### src/rtl/roll_conditioner.sv
// Roll push-button front end: 2-FF synchroniser, debounce FSM with minimum roll time,
// one-cycle press/release pulses and a wrapping completed-roll counter.
module roll_conditioner #(
  parameter int unsigned DEBOUNCE_CYCLES = 4,
  parameter int unsigned MIN_ROLL_CYCLES = 8,
  parameter int unsigned CNT_W           = 20
) (
  input  logic       clock,
  input  logic       reset,
  input  logic       btn_raw,
  output logic       roll,
  output logic       press_pulse,
  output logic       release_pulse,
  output logic [7:0] rolls
);

  localparam logic [CNT_W-1:0] DLAST = CNT_W'(DEBOUNCE_CYCLES - 1);
  localparam logic [CNT_W-1:0] MLOAD = CNT_W'(MIN_ROLL_CYCLES);

  typedef enum logic [1:0] {
    IDLE,
    PRESS_WAIT,
    ROLLING,
    RELEASE_WAIT
  } state_t;

  state_t           state;
  logic             ff1;
  logic             sync_btn;
  logic [CNT_W-1:0] dcnt;
  logic [CNT_W-1:0] mcnt;
  logic [CNT_W-1:0] mcnt_dec;

  assign mcnt_dec = (mcnt == '0) ? '0 : mcnt - CNT_W'(1);

  always_ff @(posedge clock or posedge reset) begin
    if (reset) begin
      ff1      <= 1'b0;
      sync_btn <= 1'b0;
    end else begin
      ff1      <= btn_raw;
      sync_btn <= ff1;
    end
  end

  always_ff @(posedge clock or posedge reset) begin
    if (reset) begin
      state         <= IDLE;
      dcnt          <= '0;
      mcnt          <= '0;
      roll          <= 1'b0;
      press_pulse   <= 1'b0;
      release_pulse <= 1'b0;
      rolls         <= '0;
    end else begin
      press_pulse   <= 1'b0;
      release_pulse <= 1'b0;
      case (state)
        IDLE: begin
          roll <= 1'b0;
          if (sync_btn) begin
            state <= PRESS_WAIT;
            dcnt  <= '0;
          end
        end
        PRESS_WAIT: begin
          if (!sync_btn) begin
            state <= IDLE;
          end else if (dcnt == DLAST) begin
            state       <= ROLLING;
            roll        <= 1'b1;
            press_pulse <= 1'b1;
            mcnt        <= MLOAD;
          end else begin
            dcnt <= dcnt + CNT_W'(1);
          end
        end
        ROLLING: begin
          mcnt <= mcnt_dec;
          if (!sync_btn) begin
            state <= RELEASE_WAIT;
            dcnt  <= '0;
          end
        end
        RELEASE_WAIT: begin
          mcnt <= mcnt_dec;
          // A bounce back to pressed resumes rolling without reloading the minimum timer.
          if (sync_btn) begin
            state <= ROLLING;
            dcnt  <= '0;
          end else if (dcnt == DLAST) begin
            if (mcnt == '0) begin
              state         <= IDLE;
              roll          <= 1'b0;
              release_pulse <= 1'b1;
              rolls         <= rolls + 8'd1;
            end
          end else begin
            dcnt <= dcnt + CNT_W'(1);
          end
        end
        default: state <= IDLE;
      endcase
    end
  end

endmodule

### config.mk
export PLATFORM = sky130hd
export DESIGN_NAME = roll_conditioner
export DESIGN_NICKNAME = d
export VERILOG_FILES = /design/src/rtl/roll_conditioner.sv
export SDC_FILE = /design/constraint.sdc
export NUM_CORES = 1
export LEC_CHECK = 0
export ABC_AREA = 1
export BUFFER_PORTS_ARGS = -buffer_cell sky130_fd_sc_hd__buf_2
export CAP_MARGIN = 20
export CELL_PAD_IN_SITES_DETAIL_PLACEMENT = 1
export CELL_PAD_IN_SITES_GLOBAL_PLACEMENT = 1
export CORE_MARGIN = 4
export CORE_UTILIZATION = 35
export CTS_CLUSTER_SIZE = 30
export DETAILED_ROUTE_END_ITERATION = 12
export GPL_ROUTABILITY_DRIVEN = 0
export PLACE_DENSITY = 0.64
export SLEW_MARGIN = 0
export SYNTH_ARGS = -nofsm -noshare
export SYNTH_HDL_FRONTEND = slang
export SYNTH_SLANG_ARGS = --single-unit
export TNS_END_PERCENT = 1
### constraint.sdc
create_clock -name clock -period 3.2 [get_ports clock]
set_input_delay 0.96 -clock clock [delete_from_list [all_inputs] [get_ports clock]]
set_output_delay 0.96 -clock clock [all_outputs]
set_load 0.005 [all_outputs]
==> Yosys cells after proc, flatten, opt, wreduce, memory -nomap -nowiden <==
Cells that the tools add are included.
{ "word_totals": {"ff_bits": 55, "elab_cells": 68} }
{ "classes": {"addsub": 3, "n_eq_ne": 14, "n_mux": 31, "bitwise": 1, "n_reduce_logical": 10} }
{ "op_table": {"columns": ["operator", "n"], "rows": [
  ["2-to-1 mux 20 bit", 8],
  ["case mux 20 bit (4 select lines)", 1],
  ["case mux 20 bit (2 select lines)", 1],
  ["adder 20 x 1 -> 20 bit, second input constant", 1],
  ["== test 20 x 2 -> 1 bit, second input constant", 1],
  ["zero test 20 bit", 1],
  ["subtractor 20 x 1 -> 20 bit, second input constant", 1],
  ["2-to-1 mux 2 bit", 7],
  ["!= test 2 bit, second input constant", 7],
  ["2-to-1 mux 1 bit", 12],
  ["!= test 3 bit, second input constant", 3],
  ["adder 8 x 1 -> 8 bit, second input constant", 1],
  ["case mux 2 bit (4 select lines)", 1],
  ["AND reduction 3 bit", 2],
  ["AND reduction 6 bit", 1],
  ["AND reduction 5 bit", 1],
  ["== test 2 bit, second input constant", 2],
  ["AND reduction 4 bit", 1],
  ["case mux 1 bit (3 select lines)", 1],
  ["nonzero test 3 bit", 1],
  ["== test 2 x 1 -> 1 bit, second input constant", 1],
  ["zero test 2 bit", 1],
  ["nonzero test 2 bit", 1],
  ["OR reduction 2 bit", 1],
  ["inverter 1 bit", 1]
]} }

==> Depth between registers and ports, before layout <==
{ "depth": {"ltp_word": 5, "depth_mapped": 13, "depth_no_buf": 13} }

==> Worst setup path after synthesis <==
OpenSTA, ideal clock, no wires.
{ "synth_timing": {"path_type": "flip-flop to flip-flop", "from": "register with a tool-made name", "to": "register dcnt[12]", "arrival_time_ps": 1524, "required_time_ps": 3083, "slack_ps": 1559, "path_stages_with_launch": 13, "path_buffers": 1, "synth_period_minus_slack_ps": 1641, "path_cell_list": "dfrtp_1 > inv_1 > ha_1 > buf_2 > inv_2 > o21ai_2 > inv_4 > nand2_4 > inv_2 > nand2_1 > nand2_1 > nand2_1 > nor2_1"} }
{ "synth_lines": {"columns": ["element", "line", "rtl"], "rows": [
  ["end signal, assigned", "75", "dcnt <= dcnt + CNT_W'(1);"],
  ["end signal, assigned", "99", "dcnt <= dcnt + CNT_W'(1);"],
  ["end, declared", "30", "logic [CNT_W-1:0] dcnt;"]
]} }

==> Worst setup path in the final report <==
{ "layout_timing": {"from": "register state[0]", "to": "register dcnt[11]"} }
{ "layout_between": {"elab_chain_cells": 3, "word_cells_on_any_way": 9, "classes_between": "eq/ne: 6; mux: 1; reduce/logical: 2"} }
{ "layout_lines": {"columns": ["element", "line", "rtl"], "rows": [
  ["start, declared", "27", "state_t state;"],
  ["start signal, assigned", "48", "state <= IDLE;"],
  ["start signal, assigned", "62", "state <= PRESS_WAIT;"],
  ["start signal, assigned", "68", "state <= IDLE;"],
  ["== test 2 bit (tied with other cells)", "58", "case (state)"],
  ["!= test 2 bit (no line)", null, null],
  ["AND reduction 3 bit (no line)", null, null]
]} }
Parallel ways exist; a longest one is shown, timed or not.
A chain may end at the register's enable or synchronous reset.

==> metrics.yaml <==
final_common_cell: "nand2_1"
tightest_slew_ns: 0.657
cts_resized: 0
status: "completed"
htree_levels: 2
chipWidth_um: 111
postCtsSetupBuffers: 0
dp_hpwl_mm: 7.69
fmax_mhz: 476
ant_nets: 0
ff2ff_path_depth: 9
worst-path-buf-inv: 3
cp_slowest_cell: "dfrtp_1"
routedWlPerCell_um: 14.6
cts_tree: "yes"
tns_ns: 0
final-setup-viol-count: 0
fin_crit_sh: 0.657
worstPathArrival_ns: 2.31
timing.rr.start: "state[0]$_DFFE_PP0P_"
core_mm2: 0.0103
fin_nets: 550
ctsHoldBuffers: 0
track_usage: 0.168
clock_sinks: 55
synth_warnings: 0
cp_num_cells: 9
root_buffer: "clkbuf_8"
fill_cells: 1323
crit_chain: "ha_1 -> inv_1 -> nor2_1 -> nor2_1 -> inv_1 -> nor2_1 -> inv_2 -> o21ai_0 -> a21oi_1"
synth_ff_type: "dfrtp_1"
power_leakage_nw: 2.07
rsz0062_at_grt: "no"
startpoint: "state[0]$_DFFE_PP0P_"
ys_types: 34
firstDrtPassIters: 4
clkLatencyLatePin_ns: 0.32
syn_inst: 525
slew_violations: 0
clk_path_buf_depth: 2
cp-end-kind: "flop"
ir_drop_uv: 267
slew_headroom: 0.561
r2r_slack_ns: 1.10
syn_area_per_cell_um2: 7.00
cp_max_fo: 10
critPathTopFamily: "simple AND/OR/NAND/NOR gates"
place_area_mm2: 0.00388
area_growth_pct: 8.34
synthesis.nets: 536
std_cell_rows: 37
drt_wl_total_mm: 9.88
yosysSeqAreaShare: 0.374
grt_pass1_wl_mm: 17.1
num_vias: 3289
path_clk_slew_ns: 0.11
r2r_end: "dcnt[11]$_DFFE_PP0P_"
grt_pass1_vias: 3378
final.min_clock_period_ns: 2.10
port-buffer-count: 13
async_flop_share: 1.00
critPathMaxStageDelay_ns: 0.45
grt_max_degree: 56
ys_seq_elements: 55
fp.dieH_um: 111
hold_viol_final: 0
endpoint: "dcnt[11]$_DFFE_PP0P_"
antenna_found_initial: 0
cp.required_ns: 3.41
io_pins: 14
mostFrequentLayoutCells: "nand2_1, nor2_1, dfrtp_1, inv_1, nand3_1"
route.detailed.drc: 0
avgViaCountPerCell: 4.87
final_cell_area_mm2: 0.00398
critical_path_class: "reg2reg"
hp-class: "reg2reg"
critical-path-top-cell-by-count: "nor2_1"
drt_iter0_drc: 153
drive_above_1_share: 0.100
power-per-cell-area_mw_per_mm2: 737
cap_violations: 0
worst_clock_skew_ns: 0.00859
start_util: 0.358
synthesis.area_mm2: 0.00368
grt_overflow: 0
n_antenna_cell: 0
startpoint_type: "flop"
cts_made_buffers: 5
synth_edf_count: 0
fp.dieArea_mm2: 0.0122
## layer usage
layer / track usage / vias up / wire length, um / share of wire
met2: 0.277 / 24 / 4470 / 0.45
met3: 0.0241 / 7 / 175 / 0.018
met4: 0.0312 / 0 / 98 / 0.0099
met1: 0.235 / 1568 / 5130 / 0.52
li1: - / 1690 / - / -
met5: 0 / - / 0 / 0
## how the worst min path moves through the flow
stage                                     to     startpoint  depth (start not counted)  slack, ns
after floorplan           sync_btn$_DFF_PP0_  ff1$_DFF_PP0_                          0       0.33
after global placement    sync_btn$_DFF_PP0_  ff1$_DFF_PP0_                          0       0.38
after detailed placement  sync_btn$_DFF_PP0_  ff1$_DFF_PP0_                          0       0.39
after CTS                 sync_btn$_DFF_PP0_  ff1$_DFF_PP0_                          0       0.41
after global routing      sync_btn$_DFF_PP0_  ff1$_DFF_PP0_                          0       0.42
final                     sync_btn$_DFF_PP0_  ff1$_DFF_PP0_                          0       0.39
## state kept, by name (all words and copies together), names as in the netlist, named ones only
register       flops
sync_btn           1
mcnt              20
dcnt              20
press_pulse        1
release_pulse      1
state              1
rolls              8
roll               1
ff1                1
## report_power, final
group | internal (mW) | switching, mW | leakage [nW]
combinational | 0.458 | 1.09 | 1.28
clock | 0.229 | 0.244 | 0.0502
sequential | 0.798 | 0.117 | 0.747
total | 1.49 | 1.45 | 2.07
## per-stage QoR
step / total power [mW] / setup WS [ns] / utilization / cells / hold WS (ns)
global route: 3.24 / 0.894 / 0.388 / 675 / 0.418
finish: 2.94 / 1.10 / 0.388 / 675 / 0.390
global placement: 2.47 / 1.10 / 0.377 / 668 / 0.380
detailed placement: 2.50 / 1.10 / 0.377 / 668 / 0.389
floorplan: 2.13 / 0.897 / - / 525 / 0.331
CTS: 2.99 / 1.09 / 0.388 / 675 / 0.414
## cell families after synthesis
group,share of synthesized area
and+or+nand+nor,0.405
buffers and inverters,0.0806
DFF,0.374
AOI/OAI and AO/OA,0.0538
xor gates and xnor gates,0.0595
adders and majority gates,0.0272
## Yosys cell counts, drive strengths merged (2+ instances only)
master	number	area share
o21ai	27	0.040
xnor2	6	0.014
o22ai	3	0.0051
nand3	54	0.075
nand3b	2	0.0041
xor2	19	0.045
inv	60	0.063
nand2	159	0.17
nor4	2	0.0034
nor3	11	0.019
ha	8	0.027
a21oi	5	0.0068
buf	8	0.017
dfrtp	55	0.37
nor2	88	0.11
nand4	15	0.027
## layout make-up
class	instances	area, um^2	area share
flip-flops and latches	55	1380	0.345
well taps	136	170	0.0427
multi-input cells	401	2000	0.503
clock inverters	2	37.5	0.00942
inverters	61	234	0.0587
clock buffers	5	68.8	0.0173
repair buffers	15	92.6	0.0232
Note: power is estimated with default switching activity, not from simulation.
